===== src/rtl/m_call_accum_stage_pkg.sv =====
// Shared types, saturation bounds and constant helper functions for the
// biased saturating frame accumulator.
package m_call_pkg;

  typedef enum logic {
    ACCUM = 1'b0,
    EMIT  = 1'b1
  } state_e;

  localparam int INT_MAX = 32'h7FFF_FFFF;
  localparam int INT_MIN = 32'h8000_0000;

  // Bias applied to every sample, derived from a seed value at elaboration.
  function automatic int bias_of(input int seed);
    return seed + 1;
  endfunction

  // Bits needed to hold values 0..n, i.e. ceil(log2(n+1)).
  function automatic int cnt_width(input int n);
    int w;
    w = 0;
    for (int i = 0; i < 31; i++) begin
      if ((1 << i) < n + 1) w = i + 1;
    end
    return w;
  endfunction

  // Signed add that clamps to INT_MAX/INT_MIN instead of wrapping.
  function automatic int sat_add(input int a, input int b, output bit ovf);
    logic signed [32:0] s;
    s   = {a[31], a} + {b[31], b};
    ovf = 1'b0;
    if (s[32] != s[31]) begin
      ovf = 1'b1;
      return s[32] ? INT_MIN : INT_MAX;
    end
    return int'(s[31:0]);
  endfunction

endpackage


===== src/rtl/m_call_accum_stage_if.sv =====
// Sample-in / frame-result-out bundle for m_call_accum_stage.
// Optional out_parity exists only when M_CALL_ACCUM_PARITY_EN is defined.
interface m_call_accum_stage_if;

  logic               in_valid;
  logic               in_ready;
  logic signed [31:0] in_data;
  logic               out_valid;
  logic               out_ready;
  logic signed [31:0] out_data;
  logic               out_ovf;
  logic [15:0]        frame_cnt;
`ifdef M_CALL_ACCUM_PARITY_EN
  logic               out_parity;

  modport master (
    output in_valid, in_data, out_ready,
    input  in_ready, out_valid, out_data, out_ovf, frame_cnt, out_parity
  );

  modport slave (
    input  in_valid, in_data, out_ready,
    output in_ready, out_valid, out_data, out_ovf, frame_cnt, out_parity
  );
`else
  modport master (
    output in_valid, in_data, out_ready,
    input  in_ready, out_valid, out_data, out_ovf, frame_cnt
  );

  modport slave (
    input  in_valid, in_data, out_ready,
    output in_ready, out_valid, out_data, out_ovf, frame_cnt
  );
`endif

endinterface


===== src/rtl/m_call_accum_stage_sat_adder.sv =====
// Combinational saturating adder; feeds the accumulator register.
module m_call_sat_adder
  import m_call_pkg::*;
(
  input  logic signed [31:0] a_i,
  input  logic signed [31:0] b_i,
  output logic signed [31:0] sum_o,
  output logic               ovf_o
);

  // Clamp the sum and flag when clamping happened.
  always_comb begin
    ovf_o = 1'b0;
    sum_o = sat_add(a_i, b_i, ovf_o);
  end

endmodule


===== src/rtl/m_call_accum_stage.sv =====
// Biased saturating frame accumulator: sums ACC_LEN accepted samples
// (each plus BIAS), then presents the frame result until taken.
// Optional feature macro: M_CALL_ACCUM_PARITY_EN adds out_parity = ^out_data.
//
// state | meaning
// ACCUM | accepting samples, in_ready=1
// EMIT  | frame result held on out_*, waiting for out_ready
module m_call_accum_stage
  import m_call_pkg::*;
#(
  parameter int ACC_LEN = 4,
  parameter int BIAS    = bias_of(5)
) (
  input  logic                 clk,
  input  logic                 rst,
  m_call_accum_stage_if.slave  bus_if
);

  localparam int             CNT_W    = cnt_width(ACC_LEN);
  localparam logic [CNT_W-1:0] CNT_LAST = CNT_W'(ACC_LEN - 1);

  state_e             state_q, state_d;
  logic signed [31:0] acc_q, acc_d;
  logic [CNT_W-1:0]   cnt_q, cnt_d;
  logic               ovf_q, ovf_d;
  logic signed [31:0] out_data_q, out_data_d;
  logic               out_ovf_q, out_ovf_d;
  logic [15:0]        frame_cnt_q, frame_cnt_d;
  logic signed [31:0] biased;
  logic               bias_ovf;
  logic signed [31:0] sum;
  logic               add_ovf;
  logic               accept;
`ifdef M_CALL_ACCUM_PARITY_EN
  logic               par_q, par_d;
`endif

  // Frame bookkeeping reset back to an empty accumulator.
  function automatic void clear_frame(output logic signed [31:0] acc,
                                      output logic [CNT_W-1:0]   cnt,
                                      output logic               ovf);
    acc = '0;
    cnt = '0;
    ovf = 1'b0;
  endfunction

  // Completed-frame counter advance; wraps naturally at 16 bits.
  task automatic bump_frame(input logic [15:0] cur, output logic [15:0] nxt);
    nxt = cur + 16'd1;
  endtask

`ifdef M_CALL_ACCUM_PARITY_EN
  function automatic void calc_par(input int v, output bit p);
    p = ^v;
  endfunction
`endif

  // Bias the incoming sample, clamping rather than wrapping.
  always_comb begin
    bias_ovf = 1'b0;
    biased   = sat_add(bus_if.in_data, BIAS, bias_ovf);
  end

  m_call_sat_adder u_sat_adder (
    .a_i   (acc_q),
    .b_i   (biased),
    .sum_o (sum),
    .ovf_o (add_ovf)
  );

  assign accept = (state_q == ACCUM) && bus_if.in_valid;

  // Next-state, accumulation and result capture.
  always_comb begin
    state_d     = state_q;
    acc_d       = acc_q;
    cnt_d       = cnt_q;
    ovf_d       = ovf_q;
    out_data_d  = out_data_q;
    out_ovf_d   = out_ovf_q;
    frame_cnt_d = frame_cnt_q;
`ifdef M_CALL_ACCUM_PARITY_EN
    par_d       = par_q;
`endif
    case (state_q)
      ACCUM: begin
        if (accept) begin
          acc_d = sum;
          ovf_d = ovf_q | bias_ovf | add_ovf;
          cnt_d = cnt_q + 1'b1;
          if (cnt_q == CNT_LAST) begin
            state_d    = EMIT;
            out_data_d = sum;
            out_ovf_d  = ovf_q | bias_ovf | add_ovf;
`ifdef M_CALL_ACCUM_PARITY_EN
            calc_par(sum, par_d);
`endif
          end
        end
      end
      EMIT: begin
        if (bus_if.out_ready) begin
          state_d = ACCUM;
          clear_frame(acc_d, cnt_d, ovf_d);
          bump_frame(frame_cnt_q, frame_cnt_d);
        end
      end
      default: state_d = ACCUM;
    endcase
  end

  // State and datapath registers.
  always_ff @(posedge clk or posedge rst) begin
    if (rst) begin
      state_q     <= ACCUM;
      acc_q       <= '0;
      cnt_q       <= '0;
      ovf_q       <= 1'b0;
      out_data_q  <= '0;
      out_ovf_q   <= 1'b0;
      frame_cnt_q <= '0;
    end else begin
      state_q     <= state_d;
      acc_q       <= acc_d;
      cnt_q       <= cnt_d;
      ovf_q       <= ovf_d;
      out_data_q  <= out_data_d;
      out_ovf_q   <= out_ovf_d;
      frame_cnt_q <= frame_cnt_d;
    end
  end

`ifdef M_CALL_ACCUM_PARITY_EN
  // Parity of the captured result, registered alongside out_data.
  always_ff @(posedge clk or posedge rst) begin
    if (rst) par_q <= 1'b0;
    else     par_q <= par_d;
  end

  assign bus_if.out_parity = par_q;
`endif

  assign bus_if.in_ready  = (state_q == ACCUM);
  assign bus_if.out_valid = (state_q == EMIT);
  assign bus_if.out_data  = out_data_q;
  assign bus_if.out_ovf   = out_ovf_q;
  assign bus_if.frame_cnt = frame_cnt_q;

endmodule


===== src/flat_wrapper.sv =====
// flat-port wrapper written by rule: the top's interface ports become plain ports
module m_call_accum_stage_flat import m_call_pkg::*;
#(
  parameter int ACC_LEN = 4,
  parameter int BIAS    = bias_of(5)
)
  (clk, rst, bus_if_in_valid, bus_if_in_data, bus_if_out_ready, bus_if_in_ready, bus_if_out_valid, bus_if_out_data, bus_if_out_ovf, bus_if_frame_cnt);
  m_call_accum_stage_if bus_if_i ();
  input  logic clk;
  input  logic rst;
  input wire logic [$bits(bus_if_i.in_valid)-1:0] bus_if_in_valid;
  input wire logic [$bits(bus_if_i.in_data)-1:0] bus_if_in_data;
  input wire logic [$bits(bus_if_i.out_ready)-1:0] bus_if_out_ready;
  output wire logic [$bits(bus_if_i.in_ready)-1:0] bus_if_in_ready;
  output wire logic [$bits(bus_if_i.out_valid)-1:0] bus_if_out_valid;
  output wire logic [$bits(bus_if_i.out_data)-1:0] bus_if_out_data;
  output wire logic [$bits(bus_if_i.out_ovf)-1:0] bus_if_out_ovf;
  output wire logic [$bits(bus_if_i.frame_cnt)-1:0] bus_if_frame_cnt;
  assign bus_if_i.in_valid = bus_if_in_valid;
  assign bus_if_i.in_data = bus_if_in_data;
  assign bus_if_i.out_ready = bus_if_out_ready;
  assign bus_if_in_ready = bus_if_i.in_ready;
  assign bus_if_out_valid = bus_if_i.out_valid;
  assign bus_if_out_data = bus_if_i.out_data;
  assign bus_if_out_ovf = bus_if_i.out_ovf;
  assign bus_if_frame_cnt = bus_if_i.frame_cnt;
  m_call_accum_stage #(.ACC_LEN(ACC_LEN), .BIAS(BIAS)) u_core (.clk(clk), .rst(rst), .bus_if(bus_if_i));
endmodule

===== config.mk =====
export PLATFORM = sky130hd
export DESIGN_NAME = m_call_accum_stage_flat
export DESIGN_NICKNAME = d
export VERILOG_FILES = /design/src/rtl/m_call_accum_stage_pkg.sv /design/src/rtl/m_call_accum_stage_if.sv /design/src/rtl/m_call_accum_stage_sat_adder.sv /design/src/rtl/m_call_accum_stage.sv /design/src/flat_wrapper.sv
export SDC_FILE = /design/constraint.sdc
export NUM_CORES = 1
export LEC_CHECK = 0
export BUFFER_PORTS_ARGS = -buffer_cell sky130_fd_sc_hd__buf_2
export CAP_MARGIN = 10
export CORE_MARGIN = 2
export CORE_UTILIZATION = 30
export CTS_CLUSTER_DIAMETER = 100
export DETAILED_ROUTE_END_ITERATION = 6
export SETUP_SLACK_MARGIN = 0.15
export SYNTH_ARGS = -nofsm -noshare
export SYNTH_HDL_FRONTEND = slang
export SYNTH_SLANG_ARGS = --single-unit

===== constraint.sdc =====
create_clock -name clk -period 4.8 [get_ports clk]
set_input_delay 0.48 -clock clk [delete_from_list [all_inputs] [get_ports clk]]
set_output_delay 0.48 -clock clk [all_outputs]
set_load 0.005 [all_outputs]

==> key figures <==
Status
  – Status: finished, final reports clean

Min path
  – Hold Crit Class: input pin to async pin

Power and ir drop
  – VDD IR max: 0.289 mV
  – LEAKAGE: 3.38 nW
  – PD cells: 678 nW/µm²

Synthesis
  – Largest cells by area after synthesis: dfrtp_1 35%, a21oi_1 9.1%, ha_1 7.3%
  – Primary FF master, synth: dfrtp_1
  – Most frequent cells after synthesis: 112 x a21oi_1, 86 x dfrtp_1, 78 x nand2_1
  – Synth unique cells: 60
  – Number of synthesized flops with an enable pin: 0
  – Asr flop ratio synth: 100%
  – Sequential cell area fraction in the yosys report: 35.0%
  – Most frequent cell after synthesis: a21oi_1
  – Cell Area, Synth: 6160 µm²
  – Synthesized flop and latch total: 86
  – Mapped Nets: 807
  – Mapped Cells: 734
  – Yosys top cell area share: 35.0%
  – Synth area leader: dfrtp_1
  – Mean post-synth cell area: 8.39 µm²
  – Yosys warnings: 0

Worst setup path
  – Reg2reg setup slack: 1.68 ns
  – Worst R2R Start: u_core.acc_q[0]$_DFFE_PP0P_
  – CP max-delay cell: ha_1
  – CP startpoint kind: input pin
  – Crit-path max cell delay: 0.30 ns
  – Crit end category: register
  – Reg2reg path depth: 12
  – CP Data Required Time: 5.02 ns
  – Critical-path maximum fanout: 18
  – Kind of cell adding the most delay to the critical path: compound AO/OA/AOI/OAI gates
  – Reg2Reg Capture Point: u_core.bus_if.out_data[1]$_DFFE_PP0P_
  – CP arrival: 4.58 ns
  – CP Buf/Inv Count: 5
  – Critical path class: input pin to register
  – Crit-path cells: buf_2 -> inv_1 -> ha_1 -> and4b_1 -> and3_1 -> nand3_1 -> nor2_2 -> xnor2_1 -> nor2_2 -> inv_2 -> buf_6 -> a21oi_1 -> ha_1 -> a21oi_1 -> o21ai_0 -> a211oi_1 -> o21ai_1 -> a31oi_4 -> xnor2_4 -> buf_4 -> a211oi_2 -> o21ai_0

Clock tree
  – CTS tree: yes
  – CTS Hold Bufs: 0
  – Clock Pin Slew Worst Setup and Hold Paths: 0.06 ns
  – Maximum clock path buffer count: 2
  – Root Driver: clkbuf_16
  – Clk Latency, worst-skew pair: 0.35 ns
  – CTS Buf Count: 9
  – Htree depth: 3
  – Clk sinks: 86

Route
  – Initial DRC count: 346
  – Total routed wirelength: 18.5 mm
  – DR WL/cell: 16.5 µm
  – Vias: 5,780
  – Via/cell ratio: 5.14
  – ANT nets after route: 0
  – First drt pass iteration count: 5
  – Residual DRC count: 0

STA
  – Slew Limit Fails: 0
  – Rel. slew slack: 34.7%
  – Setup TNS: 0 ns
  – # setup viols final: 0
  – Crit path time final: 4.36 ns
  – Final hold vios: 0
  – Worst-margin pin slew: 0.979 ns
  – Worst hold slack: 0.247 ns
  – RSZ-0062 raised after global routing: no
  – Tcrit/Tclk final: 90.8%
  – Achievable Freq: 230 MHz
  – Clock Skews: 0.00922 ns

Global routing
  – Overflow after GRT: 0
  – Number of global-route vias before repair: 5,640
  – Initial antenna violation count: 0
  – First-pass GRT wire length: 29.4 mm
  – GRT Resource Usage Total: 17.2%
  – Largest net degree at the start of global routing: 45

Place
  – Placer Congestion: 0.929
  – Dpl cell area: 7230 µm²
  – IO buf count: 86
  – Dpl hpwl: 14.8 mm
  – Placed cells: 1,107

Finish
  – Finished Core Util: 37.8%
  – Ant. Diodes: 0
  – Area Growth Syn to Fin: 23.8%
  – Design area: 7620 µm²
  – Fraction of layout cells with a size suffix above 1: 21.7%
  – Final net count: 923
  – Layout Cells excl Fill: 1,124

Die
  – Full die area: 21,700 µm²
  – Die width: 147 µm
  – Die height: 147 µm
  – Initial core utilization: 30.5%
  – Core area: 20,200 µm²
  – Ports: 87
  – Rows: 52

Job
  – Max-Cap Viols: 0
==> cells in the final DEF (no fill, tap or decap), drive strengths merged, types with 3 or more instances in the layout <==
master and n:
nand3 19, inv 18, and4 3, clkbuf 10
xnor2 40, nor3 9, and2 6, a21o 17
a21oi 114, a22o 5, o2111ai 3, o21ai 68
ha 36, nand2 78, a211oi 8, xor2 30
a21boi 4, o22ai 3, dfrtp 86, bufinv 3
o21bai 3, a2111oi 4, a31oi 4, nand4 21
o211ai 8, or3 5, nor2 59, o31ai 3
and3 15, buf 144
==> state kept, by name (all words and copies together) (netlist names) <==
register	cells
u_core.bus_if.out_ovf	1
u_core.bus_if.out_data	32
u_core.bus_if.out_valid	1
u_core.ovf_q	1
u_core.acc_q	32
u_core.bus_if.frame_cnt	16
u_core.cnt_q	3
==> layer usage <==
metal	share of wire [%]	up-vias	track usage [%]
met5	0	-	0
met4	2.9	0	5.72
met3	2.7	32	2.76
met2	52	103	30.5
met1	42	2754	21.1
li1	-	2891	-
==> worst max path at each step <==
stage / endpoint / cells after the start / from
5_1_grt: u_core.acc_q[6]$_DFFE_PP0P_ / 22 / bus_if_in_data[2]
3_3_place_gp: u_core.acc_q[9]$_DFFE_PP0P_ / 22 / bus_if_in_data[2]
3_5_place_dp: u_core.acc_q[9]$_DFFE_PP0P_ / 22 / bus_if_in_data[2]
4_1_cts: u_core.acc_q[10]$_DFFE_PP0P_ / 22 / bus_if_in_data[2]
2_1_floorplan: u_core.bus_if.out_data[2]$_DFFE_PP0P_ / 22 / bus_if_in_data[1]
6_report: u_core.acc_q[9]$_DFFE_PP0P_ / 22 / bus_if_in_data[1]
==> stage by stage <==
step,setup WS [ns],power (W)
global placement,-0.0972,0.00427
floorplan,0.214,0.00321
detailed placement,-0.108,0.00430
CTS,0.190,0.00512
finish,0.444,0.00517
global route,0.148,0.00558
==> layout make-up <==
type / instances / area, µm²
Clock inverter: 5 / 108
Multi-Input combinational cell: 591 / 3820
Sequential cell: 86 / 2150
Timing Repair Buffer: 144 / 907
Tap cell: 270 / 338
Fill cell: 2107 / 12500
Inverter: 18 / 68.8
Clock buffer: 10 / 229
==> kinds of logic (layout without fill, tap and decap cells) <==
| family | after synthesis | after routing | share of synthesized area (%) |
|---|---|---|---|
| compound gates | 260 | 260 | 26.1 |
| flops | 86 | 86 | 35.0 |
| fa+ha+maj | 37 | 37 | 7.64 |
| buf+inv | 57 | 177 | 3.90 |
| xor+xnor | 70 | 70 | 10.3 |
| simple gates | 224 | 224 | 17.2 |
==> repair_timing <==
item	4_1_cts	5_1_grt
hold endpoints to repair	0	0
endpoints found under the setup margin	0	62
resized for setup	0	18
buffers inserted	0	2
==> report_power, final <==
group          total [W]  internal, W  switching (W)
registers        0.00128      0.00103       0.000247
logic            0.00309      0.00130        0.00179
clock network   0.000801     0.000509       0.000293
No activity file was read; power rests on OpenSTA's default activity.
